## config.mk

```make
export PLATFORM = sky130hd
export DESIGN_NAME = msg_scroller
export DESIGN_NICKNAME = d
export VERILOG_FILES = /design/src/rtl/msg_pkg.sv /design/src/rtl/msg_tick.sv /design/src/rtl/msg_scroller.sv
export SDC_FILE = /design/constraint.sdc
export NUM_CORES = 1
export LEC_CHECK = 0
export ABC_AREA = 1
export CORE_ASPECT_RATIO = 1.5
export CORE_UTILIZATION = 47
export DETAILED_ROUTE_END_ITERATION = 8
export PLACE_DENSITY_LB_ADDON = 0.05
export SYNTH_ARGS = -nofsm -noshare
export SYNTH_HDL_FRONTEND = slang
export SYNTH_SLANG_ARGS = --single-unit
```

## constraint.sdc

```tcl
create_clock -name clk -period 1.7 [get_ports clk]
set_clock_uncertainty 0.05 [all_clocks]
set_input_delay 0.34 -clock clk [delete_from_list [all_inputs] [get_ports clk]]
set_output_delay 0.34 -clock clk [all_outputs]
set_load 0.005 [all_outputs]
```

## src/rtl/msg_pkg.sv

```systemverilog
// Shared constants, state encoding and address helper for the message scroller.
package msg_pkg;

  localparam int CHAR_W = 5;
  localparam int ADDR_W = 4;

  localparam logic [CHAR_W-1:0] CHAR_SPACE = 5'd27;
  localparam logic [ADDR_W-1:0] ADDR_FIRST = 4'd1;
  localparam logic [ADDR_W-1:0] ADDR_LAST  = 4'd15;

  typedef enum logic [1:0] {
    IDLE  = 2'd0,
    WAIT  = 2'd1,
    SHIFT = 2'd2,
    BLANK = 2'd3
  } scroll_state_t;

  // Address 0 is reserved, so the message walks 1..15 and wraps to 1.
  function automatic logic [ADDR_W-1:0] next_addr(input logic [ADDR_W-1:0] a);
    return (a == ADDR_LAST) ? ADDR_FIRST : a + ADDR_W'(1);
  endfunction

endpackage

```

## src/rtl/msg_tick.sv

```systemverilog
// Step-rate prescaler: counts 0..CLK_DIV-1 while enabled and flags the last count.
module msg_tick #(
  parameter int CLK_DIV = 50_000_000
) (
  input  logic clk,
  input  logic rst_n,
  input  logic en,
  input  logic clear,
  output logic tick
);

  localparam int CW = (CLK_DIV > 1) ? $clog2(CLK_DIV) : 1;
  localparam logic [CW-1:0] COUNT_LAST = CW'(CLK_DIV - 1);

  logic [CW-1:0] count;

  assign tick = en && (count == COUNT_LAST);

  always_ff @(posedge clk or negedge rst_n) begin
    if (!rst_n) begin
      count <= '0;
    end else if (clear || tick) begin
      count <= '0;
    end else if (en) begin
      count <= count + CW'(1);
    end
  end

endmodule

```

## src/rtl/msg_scroller.sv

```systemverilog
// Scrolls the message ROM through a DIGITS-wide window at the prescaler rate.
// Optional blank tail between repeats: define MSG_SCROLL_BLANK_EN.
module msg_scroller
  import msg_pkg::*;
#(
  parameter int CLK_DIV = 50_000_000,
  parameter int DIGITS  = 4
) (
  input  logic                     clk,
  input  logic                     rst_n,
  input  logic                     en,
  input  logic                     restart,
  output logic [ADDR_W-1:0]        rom_addr,
  input  logic [CHAR_W-1:0]        rom_data,
  output logic [DIGITS*CHAR_W-1:0] win,
  output logic                     win_valid,
  output logic                     wrap,
  output scroll_state_t            dbg_state
);

  localparam int SW = $clog2(DIGITS + 1);
  localparam logic [SW-1:0] SHIFT_FULL = SW'(DIGITS);

  // Handshake: none with the ROM (zero-latency read); the display takes win every
  // cycle and win_valid simply qualifies it once DIGITS characters have arrived.

  scroll_state_t state, state_nxt;
  logic [SW-1:0] shift_cnt;
  logic          tick;
  logic          presc_en;
  logic          do_shift;
  logic          do_blank;
  logic [CHAR_W-1:0]        shift_char;
  logic [DIGITS*CHAR_W-1:0] win_nxt;

  assign presc_en = en && ((state == WAIT) || (state == BLANK));

  msg_tick #(.CLK_DIV(CLK_DIV)) u_tick (
    .clk   (clk),
    .rst_n (rst_n),
    .en    (presc_en),
    .clear (restart),
    .tick  (tick)
  );

`ifdef MSG_SCROLL_BLANK_EN
  logic [SW-1:0] blank_cnt;
  assign do_blank = en && !restart && (state == BLANK) && tick;
`else
  assign do_blank = 1'b0;
`endif

  assign do_shift   = en && !restart && (state == SHIFT);
  assign shift_char = do_blank ? CHAR_SPACE : rom_data;
  assign win_valid  = (shift_cnt == SHIFT_FULL);
  assign dbg_state  = state;

  always_comb begin
    win_nxt = win;
    win_nxt[CHAR_W-1:0] = shift_char;
    for (int i = 1; i < DIGITS; i++) begin
      win_nxt[i*CHAR_W +: CHAR_W] = win[(i-1)*CHAR_W +: CHAR_W];
    end
  end

  always_ff @(posedge clk or negedge rst_n) begin
    if (!rst_n) state <= IDLE;
    else        state <= state_nxt;
  end

  // restart outranks every other transition, including a pending SHIFT.
  always_comb begin
    state_nxt = state;
    if (restart) begin
      state_nxt = en ? WAIT : IDLE;
    end else if (en) begin
      case (state)
        IDLE:  state_nxt = WAIT;
        WAIT:  if (tick) state_nxt = SHIFT;
`ifdef MSG_SCROLL_BLANK_EN
        SHIFT: state_nxt = (rom_addr == ADDR_LAST) ? BLANK : WAIT;
        BLANK: if (tick && (blank_cnt == SW'(DIGITS - 1))) state_nxt = WAIT;
`else
        SHIFT: state_nxt = WAIT;
        BLANK: state_nxt = WAIT;
`endif
        default: state_nxt = IDLE;
      endcase
    end
  end

  always_ff @(posedge clk or negedge rst_n) begin
    if (!rst_n) begin
      rom_addr  <= ADDR_FIRST;
      win       <= {DIGITS{CHAR_SPACE}};
      shift_cnt <= '0;
      wrap      <= 1'b0;
    end else begin
      wrap <= do_shift && (rom_addr == ADDR_LAST);
      if (restart) begin
        rom_addr  <= ADDR_FIRST;
        win       <= {DIGITS{CHAR_SPACE}};
        shift_cnt <= '0;
      end else if (do_shift || do_blank) begin
        win <= win_nxt;
        if (shift_cnt != SHIFT_FULL) shift_cnt <= shift_cnt + SW'(1);
        if (do_shift) rom_addr <= next_addr(rom_addr);
      end
    end
  end

`ifdef MSG_SCROLL_BLANK_EN
  always_ff @(posedge clk or negedge rst_n) begin
    if (!rst_n) begin
      blank_cnt <= '0;
    end else if (restart || do_shift) begin
      blank_cnt <= '0;
    end else if (do_blank) begin
      blank_cnt <= blank_cnt + SW'(1);
    end
  end
`endif

endmodule

```

==> results list, run 1 <==
* Chip width: between 60 and 70 um
* Number of buffers on the longest clock path: 2
- Mapped Cells: 381
- Initial antenna violation count: 0
- The first TritonRoute pass finished after 4 iterations.
* Cell area after synthesis: 3060 um2
- TritonCTS clock tree: yes
- Port Buf Inserts: 36
- Flop pwr share: ~58%
* Count leader, synth: sky130_fd_sc_hd__nand2_1
- The number of nets handed over by synthesis was 394.
- DP Cell Count: a little over 500
* Library cell with the largest summed area after synthesis: sky130_fd_sc_hd__dfrtp_1
- Setup repair after global routing could not meet its margin everywhere.
- Of all flip-flops after synthesis, the portion carrying an async set or reset was 100%.
- For this run, the number of Yosys warnings is 0.
- Summing the areas of all compound-gate instances in the mapped netlist gives under 10% of the synthesized area.
- Slew Viols, Final: 0
- Number of rows created at floorplan: 35
- Switching pwr: approximately 0.00057 W
- In this run the tightest slew margin relative to its limit is approximately three quarters.
- The slowest stage of the critical path is the sky130_fd_sc_hd__clkdlybuf4s50_1 cell.
- Status: complete, no violations
* Maximum number of pins on one net before global-route repair: 57
* Number of vias per cell: about 5.2
- Total I/O pin count: 37
* Most used DFF post-synth: sky130_fd_sc_hd__dfrtp_1
* Layout Cell Area excl Fill: roughly 3800 um2
- TritonCTS buffer count: 5
- The first global-routing pass estimated between 10 and 15 mm of wire.
* H-tree lvl count: 2
* Final Critical Period: between 1.5 and 2 ns
- Clock latency on the worst-skew pair: 0.31 ns
- Total leakage power: 1.74 nW
- Least-Margin Pin Slew: 0.385 ns
* Global placer's final weighted congestion: around 0.88
- The worst setup path is launched from a register.
- The cell sitting at the root of the clock tree is a sky130_fd_sc_hd__clkbuf_8.
- Cell internal power was estimated by the tool at around 0.0018 W.
* Critical Path AT: roughly 1.2 ns
- Crit-path cells: clkdlybuf4s50_1
* Initial DRC Count: between 100 and 150
- Proportion of layout cells with a drive suffix above 1: between 20 and 25%
* Synth area leaders: sky130_fd_sc_hd__dfrtp_1 (32%), sky130_fd_sc_hd__dfstp_2 (15%), sky130_fd_sc_hd__nand2_1 (9.7%), sky130_fd_sc_hd__nor2_1 (6.5%), sky130_fd_sc_hd__inv_1 (5.4%)
- Max FO, Critical Path: 5
- The number of global-route vias before repair is between 2000 and 3000.
* Number of enable-type register cells in the synthesized netlist: 0
- In the final routed layout, each cell accounts on average for roughly 14 um.
- Largest family of logic cells by synthesized area: simple AND/OR/NAND/NOR gates
- In this run the remaining antenna-violating nets after routing total 0.
- Across the VDD grid, the largest voltage drop is between 0.0005 and 0.0006 V.
* Reg2reg setup slack: 0.11 ns
* Crit path max-delay family: buffers and inverters
* Clock slew at the register clock pins of the worst setup and hold paths: roughly 0.090 ns
- Of the total synthesized cell area, the portion taken by full adders, half adders and majority gates is roughly 1.6%.
* Overall track demand over capacity in global routing: between 20% and 30%
* Most numerous cell types in the synthesized netlist: sky130_fd_sc_hd__nand2_1 (79), sky130_fd_sc_hd__nor2_1 (53), sky130_fd_sc_hd__inv_1 (44), sky130_fd_sc_hd__dfrtp_1 (39), sky130_fd_sc_hd__a21oi_1 (22)
- Post-Syn Area per Cell: roughly 8.0 um2
* Clock Power Share: approximately 33%
- Number of hold-slack violations in the final timing report: 0
* Final WL: just over 7 mm
* Initial Util: between 40 and 50%
- For this run, the slowest stage of the critical path takes 0.52 ns.
- Sequential share of the synthesized area: between 40 and 50%
* Count of distinct cell types in the synthesized netlist: 34
- Power comes to about 0.0023 W.
- Worst setup path class: register to output port
* Buffers plus inverters on the worst setup path: 1
- DIE HEIGHT: about 100 um
- Tcrit/Tclk final: between 90% and 100%
* Areal power density over the cells: 609 nW/um2
- Excluding fillers, the count of instances in the completed layout stands at approximately 520.
- The floorplan step defined a core boundary enclosing 6220 um2.
* Post-synthesis share of cell area spent on and, or, nand and nor gates: around a third
* Die area: 6840 um2
- DR DRC count: 0
- Share of power burned in combinational logic: about 8.9%
- Worst hold path type: register to register
* HPWL reported at the end of detailed placement: ~5.5 mm
* Placed instance area: 3670 um2
* XOR/XNOR Fraction of Synth Area: less than 1%
- The synthesized design contains 56 register bits.
* Share of cell area taken by muxes after synthesis: 0%
* Global route total overflow: 0
- Total vias in the final route: between 2000 and 3000
- Critical Path End Type: output port
- The repair_antennas step left the layout with diodes totalling 0.
- Final number of setup-violating endpoints: 0
* Clock Sinks: 56
* Worst EP required: between 1 and 1.5 ns
- Fraction of power spent switching nets: between 20% and 30%
* Top-area cell type share of the netlist area: 31.9%
- Across the run, the number of max-cap violations was 0.
- Compared with the post-synthesis result, the final layout area differs by 25.4%.
* Top achievable clock speed: 612 MHz
* Utilization of the core after routing: between 60% and 70%
- For this run, the post-layout net count is 459.
## flip-flops by register name, summed over array words and instances (netlist names)
signal,count
u_tick.count,26
rom_addr,4
dbg_state,2
wrap,1
shift_cnt,3
win,20
## stage by stage
step	TNS, ns	worst slack [ns]	hold WS, ns
2_1_floorplan	0	0.221	-0.00559
3_3_place_gp	-7.37	-0.232	0.315
3_5_place_dp	-7.88	-0.256	0.319
4_1_cts	0	0.0154	0.438
5_1_grt	-0.00445	-0.00445	0.461
6_report	0	0.0664	0.435
## placed cells by master (no fill, tap or decap), types with 2 or more instances in the layout
cell / netlist / final
sky130_fd_sc_hd__nand2_1: 79 / 78
sky130_fd_sc_hd__nand4_1: 9 / 9
sky130_fd_sc_hd__ha_1: 4 / 3
sky130_fd_sc_hd__o211ai_1: 4 / 4
sky130_fd_sc_hd__nand3_1: 20 / 17
sky130_fd_sc_hd__a21oi_1: 22 / 22
sky130_fd_sc_hd__nor3_1: 13 / 13
sky130_fd_sc_hd__buf_12: 0 / 3
sky130_fd_sc_hd__dfstp_2: 17 / 17
sky130_fd_sc_hd__nor2_1: 53 / 52
sky130_fd_sc_hd__inv_1: 44 / 44
sky130_fd_sc_hd__buf_4: 1 / 25
sky130_fd_sc_hd__dlygate4sd2_1: 0 / 17
sky130_fd_sc_hd__clkbuf_8: 0 / 6
sky130_fd_sc_hd__clkinv_2: 0 / 2
sky130_fd_sc_hd__clkdlybuf4s50_1: 0 / 17
sky130_fd_sc_hd__inv_2: 4 / 4
sky130_fd_sc_hd__a31oi_1: 2 / 2
sky130_fd_sc_hd__o22ai_1: 3 / 3
sky130_fd_sc_hd__nor2_4: 8 / 8
sky130_fd_sc_hd__xor2_1: 2 / 2
sky130_fd_sc_hd__nand2_4: 2 / 4
sky130_fd_sc_hd__o21bai_2: 3 / 3
sky130_fd_sc_hd__nor2_2: 6 / 7
sky130_fd_sc_hd__dfrtp_1: 39 / 38
sky130_fd_sc_hd__o21ai_0: 15 / 14
sky130_fd_sc_hd__nand3_2: 8 / 11
sky130_fd_sc_hd__nand2_2: 6 / 5
sky130_fd_sc_hd__clkinv_1: 2 / 2
## cell families after synthesis
kind of cell | count (synthesis)
flops | 56
fa+ha+maj | 4
simple gates | 208
compound gates | 52
buf+inv | 58
xor+xnor | 3
## area by class of cell
cell class,count,area (um2)
Fill cell,582,2380
Multi-Input combinational cell,267,1430
Sequential cell,56,1420
Timing Repair Buffer,66,603
Inverter,50,188
Tap cell,74,92.6
Clock buffer,6,82.6
Clock inverter,2,10.0
## layer usage
metal  track usage [%]  wire (um)
met1              25.3       2770
met4              11.1        191
met3              5.32        257
met2              42.1       3970
met5                 0          0
## worst paths after layout
path                                        startpoint                          end  depth (start not counted)
max                            rom_addr[2]$_DFFE_PN0P_                  rom_addr[2]                          1
max reg2reg                u_tick.count[1]$_DFFE_PN0P_  u_tick.count[8]$_DFFE_PN0P_                          9
max in group asynchronous                        rst_n      rom_addr[0]$_DFFE_PN1P_                          3
min                                 win[0]$_DFFE_PN1P_           win[5]$_DFFE_PN1P_                          2
min reg2reg                         win[0]$_DFFE_PN1P_           win[5]$_DFFE_PN1P_                          2
min in group asynchronous                        rst_n  u_tick.count[3]$_DFFE_PN0P_                          3
## power groups by stage
stage | Clock [W] | Combinational, W | Sequential [W]
floorplan | 0 | 0.0000763 | 0.00139
global placement | 0 | 0.000205 | 0.00138
detailed placement | 0 | 0.000206 | 0.00139
CTS | 0.000798 | 0.000204 | 0.00136
global route | 0.000849 | 0.000234 | 0.00136
finish | 0.000764 | 0.000208 | 0.00136
## what timing repair did
action	4_1_cts	5_1_grt
setup buffers	2	2
endpoints found under the hold margin	39	0
resized for setup	20	11
setup endpoints to repair	19	17
hold buffers	1	0
pin swaps	0	7
Power figures use the tool's default switching activity.
==> run 2: changes to the inputs <==
--- a/config.mk
+++ b/config.mk
@@ -7,6 +7,7 @@
 export LEC_CHECK = 0
 export ABC_AREA = 1
 export CORE_ASPECT_RATIO = 1.5
+export CORE_MARGIN = 4
 export CORE_UTILIZATION = 47
 export DETAILED_ROUTE_END_ITERATION = 8
 export PLACE_DENSITY_LB_ADDON = 0.05
==> results list, run 2 (synthesized netlist as in run 1, its figures left out) <==
* Clock Power Share: 33.2% (was 32.7%)
- Total I/O pin count: 37 (unchanged)
* Sort of element at the start of the critical path: register (unchanged)
* Slew Viols, Final: 0 (unchanged)
- The later-pin clock latency in the skew report came to 0.31 ns (about the same).
- The number of buffers and inverters on the critical path is 1 (unchanged).
* Largest registers ranked by flip-flop count: u_tick.count: 26 flops, win: 20 flops, rom_addr: 4 flops (unchanged)
- The final critical-path share of the clock period was 97.4% (was 96.1%).
* Final number of setup-violating endpoints: 0 (unchanged)
- The clock tree root driver cell is sky130_fd_sc_hd__clkbuf_8 (unchanged).
- The data arrival time of the critical path is 1.27 ns (was 1.24 ns).
- The power density normalized to cell area is 618 nW/um2 (was 609 nW/um2).
* DP Cell Count: 506 (was 508)
- The kind of cell adding the most delay to the critical path is buffers and inverters (unchanged).
- The overall overflow remaining after global route was 0 (unchanged).
- The number of buffers inserted by port buffering was 36 (unchanged).
- Max FO, Critical Path: 5 (unchanged)
- The measured slew at the worst slew-check pin is 0.383 ns (was 0.385 ns).
- The clock tree from TritonCTS is yes (unchanged).
- Number of rows created at floorplan: 35 (unchanged)
- Final Critical Period: 1.66 ns (was 1.63 ns)
- The standard cell with the maximum stage delay on the critical path is sky130_fd_sc_hd__clkdlybuf4s50_1 (unchanged).
- Status: complete, no violations (unchanged).
* Max IR drop VDD: 0.000554 V (was 0.000521 V)
- The remaining design rule violation count is 0 (unchanged).
* Crit-path cells: clkdlybuf4s50_1 (unchanged)
- HPWL reported at the end of detailed placement: 5.64 mm (was 5.47 mm)
- Number of hold-slack violations in the final timing report: 0 (unchanged)
- Slowest Stage Delay on Critical Path: 0.52 ns (about the same)
- The leading cell type in the layout, fill and taps excluded was sky130_fd_sc_hd__nand2_1 (unchanged).
* Die area: 7880 um2 (was 6840 um2)
* H-tree lvl count: 2 (unchanged)
* Number of buffers on the longest clock path: 2 (unchanged)
- Tightest slew margin relative to the limit: 74.3% (was 74.1%)
- Number of vias per cell: 5.23 (was 5.21)
* Total vias in the final route: 2721 (was 2715)
- The switching power share of the total was 24.5% (was 24.3%).
- Clock Sinks: 56 (unchanged)
- The post-layout net count was 458 (was 459).
- The sequential group share of total power was 58.2% (was 58.3%).
- Worst hold path type: primary input to register (was register to register)
- The relative contribution of combinational cells to total power was 8.7% (was 8.9%).
* Critical Path End Type: output port (unchanged)
* Clock slew at the register clock pins of the worst setup and hold paths: 0.10 ns (was 0.09 ns)
* Diode count: 0 (unchanged)
* Initial Util: 49.2% (unchanged)
- Cell Count, Final, Fillers Out: 520 (was 521)
* Number of nets with antenna violations after routing: 0 (unchanged)
* Core ar.: 6220 um2 (unchanged)
* Number of flip-flops in the largest register: 26 (unchanged)
* Area growth from synthesis to layout: 24.0% (was 25.4%)
* First-pass GRT wire length: 13.0 mm (was 12.0 mm)
- The placer congestion estimate came to 0.849 (was 0.883).
- The wire length reported by the detailed router was 7.55 mm (was 7.19 mm).
- The leakage power of the design came to 1.72 nW (was 1.74 nW).
- The wire length per cell was 14.5 um (was 13.8 um).
- The TritonCTS buffer count is 5 (unchanged).
* Proportion of layout cells with a drive suffix above 1: 21.7% (was 22.4%)
- Internal power: 0.00177 W (about the same)
* Top achievable clock speed: 604 MHz (was 612 MHz)
* Detailed-router iteration count before antenna repair: 5 (was 4)
- Maximum number of pins on one net before global-route repair: 45 (was 57)
- Initial DRC Count: 133 (was 126)
- The required time of the critical path came to 1.31 ns (about the same).
* Chip width: 73.8 um (was 67.8 um)
* Via count of the first global-routing pass: 2788 (was 2653)
- Worst setup path class: register to output port (unchanged)
- Commonest cells after routing, fill and taps aside: sky130_fd_sc_hd__nand2_1 (79), sky130_fd_sc_hd__nor2_1 (51), sky130_fd_sc_hd__inv_1 (43), sky130_fd_sc_hd__dfrtp_1 (38), sky130_fd_sc_hd__buf_4 (24) (was sky130_fd_sc_hd__nand2_1 (78), sky130_fd_sc_hd__nor2_1 (52), sky130_fd_sc_hd__inv_1 (44), sky130_fd_sc_hd__dfrtp_1 (38), sky130_fd_sc_hd__buf_4 (25)).
- The switching power is 0.000574 W (was 0.000568 W).
- Max-cap check violation count: 0 (unchanged)
* RSZ-0062 raised after global routing: false (was true)
* Reg2reg setup slack: 0.10 ns (was 0.11 ns)
- The number of antenna violations at the first check in global routing was 0 (unchanged).
* DIE HEIGHT: 107 um (was 101 um)
- Largest Register: u_tick.count (unchanged)
- The total global routing track utilization came to 20.8% (was 23.6%).
* Post-route setup TNS: 0 ns (unchanged)
==> run 2: repair_timing <==
| action | in CTS | in global routing |
|---|---|---|
| hold endpoints to repair | 12 | 0 |
| pin swaps | 0 | 1 |
| resized for setup | 20 | 7 |
| setup buffers | 3 | 1 |
| gates cloned | 0 | 1 |
| endpoints found under the setup margin | 19 | 21 |
| hold buffers | 1 | 0 |
==> run 2: path summary, 6_finish.rpt <==
kind | startpoint | to | cells after the start
min reg2reg | win[14]$_DFFE_PN1P_ | win[19]$_DFFE_PN1P_ | 2
min | en | dbg_state[0]$_DFFE_PN0P_ | 3
min in group asynchronous | rst_n | u_tick.count[14]$_DFFE_PN0P_ | 2
max in group asynchronous | rst_n | win[15]$_DFFE_PN1P_ | 3
max | dbg_state[0]$_DFFE_PN0P_ | dbg_state[0] | 1
max reg2reg | u_tick.count[0]$_DFFE_PN0P_ | u_tick.count[8]$_DFFE_PN0P_ | 8
==> run 2: cell type report <==
| class | instances | area (um2) |
|---|---|---|
| repair buffers | 64 | 582 |
| clock buffers | 7 | 86.3 |
| well taps | 74 | 92.6 |
| fillers | 591 | 2430 |
| flip-flops and latches | 56 | 1420 |
| inverters | 50 | 188 |
| clock inverters | 1 | 7.51 |
| multi-input cells | 268 | 1410 |
==> run 2: layer usage <==
layer / vias up / track usage (%) / share of wire [%]
met5: - / 0 / 0
met4: 0 / 6.99 / 2.0
met3: 11 / 3.75 / 3.4
met2: 60 / 37.1 / 55
met1: 1297 / 24.4 / 40
li1: 1353 / - / -
==> run 2: through the flow <==
stage                     total power (W)  util, %  hold WS [ns]  cell area, um2  worst slack, ns
after global routing              0.00244     60.9         0.355            3790          0.00219
after global placement            0.00159     58.9         0.213            3660           -0.205
after floorplan                   0.00146        -      -0.00559            3060            0.221
after detailed placement          0.00159     58.9         0.219            3660           -0.279
final                             0.00234     60.9         0.325            3790           0.0444
after CTS                         0.00236     60.6         0.411            3770           0.0214
==> run 2: power groups by stage <==
stage,Sequential (W),Combinational (W),Clock [W]
floorplan,0.00139,0.0000763,0
global placement,0.00138,0.000206,0
detailed placement,0.00139,0.000207,0
CTS,0.00136,0.000205,0.000798
global route,0.00136,0.000224,0.000853
finish,0.00136,0.000203,0.000777
==> run 3: changes to the inputs <==
==> constraint.sdc (replaced) <==
create_clock -name clk -period 1.7 [get_ports clk]
set_clock_uncertainty 0.05 [all_clocks]
set_input_delay 0.34 -clock clk [delete_from_list [all_inputs] [get_ports clk]]
set_output_delay 0.34 -clock clk [all_outputs]
set_load 0.01 [all_outputs]
==> results list, run 3 (synthesized netlist as in run 1, its figures left out) <==
* Status: complete, no violations (unchanged)
* Share of power burned in combinational logic: 9.0% (was 8.7%)
* DR WL met3: 272 um (was 257 um)
* Worst hold stages: 3 (unchanged)
- The number of routed nets with antenna violations is 0 (unchanged).
- Startpoint of the worst-slack reg-to-reg timing path: u_tick.count[0]$_DFFE_PN0P_ (unchanged)
- The number of filler cells placed in the layout is 586 (was 591).
- Global route total overflow: 0 (unchanged)
- The worst-case setup slack after placement is -0.250 ns (was -0.279 ns).
* Endpoint of the worst-slack reg-to-reg timing path: u_tick.count[5]$_DFFE_PN0P_ (was u_tick.count[8]$_DFFE_PN0P_)
- The reg-to-reg setup timing slack was 0.13 ns (was 0.10 ns).
- Proportion of layout cells with a drive suffix above 1: 21.9% (was 21.7%)
- Largest registers ranked by flip-flop count: u_tick.count: 26 flops, win: 20 flops, rom_addr: 4 flops (unchanged).
- The sequential group share of total power is 56.7% (was 58.2%).
- HPWL reported at the end of detailed placement: 5.81 mm (was 5.64 mm)
- Die area: 7880 um2 (unchanged)
- The nature of the critical path startpoint is a register (unchanged).
- Number of flip-flops in the largest register: 26 (unchanged)
- Final worst slack: 0.0483 ns (was 0.0444 ns)
* Highest routed metal layer: met4 (unchanged)
* Critical Path AT: 1.26 ns (was 1.27 ns)
- DR DRC count: 0 (unchanged)
* Areal power density over the cells: 627 nW/um2 (was 618 nW/um2)
- Tightest slew margin relative to the limit: 73.3% (was 74.3%)
- The number of antenna violations at the first check in global routing is 0 (unchanged).
- The part of the total power dissipated in the clock network was 34.2% (was 33.2%).
* Buffers plus inverters on the worst setup path: 1 (unchanged)
- Detailed-router iteration count before antenna repair: 4 (was 5)
- The vias after detailed routing is 2670 (was 2721).
- Top achievable clock speed: 605 MHz (was 604 MHz)
- The register name with the most flops is u_tick.count (unchanged).
- The placer congestion estimate is 0.838 (was 0.849).
* Number of buffers on the longest clock path: 2 (unchanged)
* Max-cap check violation count: 0 (unchanged)
* Overall track demand over capacity in global routing: 20.4% (was 20.8%)
- The pin count of the biggest net entering global routing came to 29 (was 45).
- Worst EP required: 1.31 ns (about the same)
- The number of buffers inserted by port buffering was 36 (unchanged).
* H-tree lvl count: 2 (unchanged)
- The final critical-path share of the clock period came to 97.2% (was 97.4%).
- Fraction of power spent switching nets: 23.9% (was 24.5%)
* Clock slew at the register clock pins of the worst setup and hold paths: 0.10 ns (about the same)
* Clock Sinks: 56 (unchanged)
- The final design area excluding fillers was 3820 um2 (was 3790 um2).
* Worst reg2reg path depth: 9 (was 8)
- The count of antenna diodes in the layout came to 0 (unchanged).
- Worst hold margin: 0.327 ns (was 0.325 ns)
- Max FO, Critical Path: 3 (was 5)
- The clock tree from TritonCTS was yes (unchanged).
- Commonest cells after routing, fill and taps aside: sky130_fd_sc_hd__nand2_1 (79), sky130_fd_sc_hd__nor2_1 (52), sky130_fd_sc_hd__inv_1 (43), sky130_fd_sc_hd__dfrtp_1 (38), sky130_fd_sc_hd__buf_4 (27) (was sky130_fd_sc_hd__nand2_1 (79), sky130_fd_sc_hd__nor2_1 (51), sky130_fd_sc_hd__inv_1 (43), sky130_fd_sc_hd__dfrtp_1 (38), sky130_fd_sc_hd__buf_4 (24)).
- The hold-critical path endpoint was dbg_state[0]$_DFFE_PN0P_ (unchanged).
- Number of hold-slack violations in the final timing report: 0 (unchanged)
* Final Critical Period: 1.65 ns (was 1.66 ns)
* Number of vias per cell: 5.11 (was 5.23)
- The delay of the slowest cell on the worst path is 0.55 ns (was 0.52 ns).
- Chip width: 73.8 um (unchanged)
- The standard cell with the maximum stage delay on the critical path is sky130_fd_sc_hd__clkdlybuf4s50_1 (unchanged).
* Core ar.: 6220 um2 (unchanged)
- The wire length per cell was 14.3 um (was 14.5 um).
* Crit-path cells: clkdlybuf4s50_1 (unchanged)
- The classification of the worst setup path is register to output port (unchanged).
* Worst hold path type: primary input to register (unchanged)
- DIE HEIGHT: 107 um (unchanged)
- The beginning of the worst hold path is en (unchanged).
- Final number of setup-violating endpoints: 0 (unchanged)
* Initial DRC Count: 91 (was 133)
* Area growth from synthesis to layout: 25.1% (was 24.0%)
* Switching pwr: 0.000574 W (about the same)
- TritonCTS buffer count: 5 (unchanged)
* Most common cell after layout, fill and taps aside: sky130_fd_sc_hd__nand2_1 (unchanged)
- The met2 routed wirelength came to 4.10 mm (was 4.13 mm).
- Cell count along the critical path: 1 (unchanged)
- Initial Util: 49.2% (unchanged)
* Clock Root Buffer: sky130_fd_sc_hd__clkbuf_8 (unchanged)
* Critical Path End Type: output port (unchanged)
- Via count of the first global-routing pass: 2805 (was 2788)
- Clock latency on the worst-skew pair: 0.32 ns (was 0.31 ns)
* Number of rows created at floorplan: 35 (unchanged)
- The leakage power of the design is 1.76 nW (was 1.72 nW).
* Post-route met1 wirelength: 2.87 mm (was 3.01 mm)
* Fin nets: 460 (was 458)
- Slew Viols, Final: 0 (unchanged)
- The number of I/O pins came to 37 (unchanged).
* Internal power: 0.00182 W (was 0.00177 W)
* Final WL: 7.45 mm (was 7.55 mm)
* Placed instance area: 3670 um2 (was 3660 um2)
- The kind of cell adding the most delay to the critical path is buffers and inverters (unchanged).
- Least-Margin Pin Slew: 0.398 ns (was 0.383 ns)
* Max IR drop VDD: 0.000462 V (was 0.000554 V)
- The wire length of the first global-routing pass came to 12.5 mm (was 13.0 mm).
==> run 3: stage by stage <==
step                      utilization, %  TNS [ns]  instances  total power, W
after floorplan                        -         0        381         0.00147
after global placement              59.1     -6.20        508         0.00160
after detailed placement            59.1     -7.23        508         0.00160
after CTS                           60.6         0        517         0.00242
after global routing                61.5   -0.0193        522         0.00250
final                               61.5         0        522         0.00240
==> run 3: how the worst max path moves through the flow <==
| stage | endpoint | startpoint | slack, ns |
|---|---|---|---|
| global route | u_tick.count[5]$_DFFE_PN0P_ | u_tick.count[9]$_DFFE_PN0P_ | -0.007 |
| global placement | u_tick.count[20]$_DFFE_PN0P_ | en | -0.20 |
| CTS | dbg_state[0] | dbg_state[0]$_DFFE_PN0P_ | 0.0003 |
| finish | rom_addr[3] | rom_addr[3]$_DFFE_PN0P_ | 0.05 |
| floorplan | u_tick.count[8]$_DFFE_PN0P_ | u_tick.count[0]$_DFFE_PN0P_ | 0.22 |
| detailed placement | u_tick.count[18]$_DFFE_PN0P_ | en | -0.25 |
==> run 3: tightest hold or removal path, delay by kind of cell <==
family | cells | cell delay (ns)
simple gates | 1 | 0.05
buf+inv | 1 | 0.17
compound gates | 1 | 0.09
==> run 3: repair_timing <==
item	4_1_cts	5_1_grt
endpoints found under the setup margin	19	21
gates resized for setup	21	8
hold buffers	1	0
endpoints found under the hold margin	12	0
buffers inserted	0	5
==> run 3: final cells by class <==
cell class              count  area (um2)  area share [%]
clock inverters             1        5.00           0.131
well taps                  74        92.6            2.42
inverters                  50         188            4.91
flip-flops and latches     56        1420            37.3
repair buffers             67         607            15.9
clock buffers               7        97.6            2.55
multi-input cells         267        1410            36.9
==> run 3: power by group through the flow <==
stage	combinational [W]	sequential (W)	clock [W]
2_1_floorplan	0.0000763	0.00139	0
3_3_place_gp	0.000211	0.00138	0
3_5_place_dp	0.000212	0.00139	0
4_1_cts	0.000210	0.00136	0.000852
5_1_grt	0.000239	0.00136	0.000897
6_report	0.000217	0.00136	0.000820
==> run 3: routing by layer <==
metal | track usage, % | vias up
li1 | - | 1357
met1 | 20.9 | 1254
met5 | 0 | -
met4 | 9.07 | 0
met2 | 38.3 | 46
met3 | 3.94 | 13
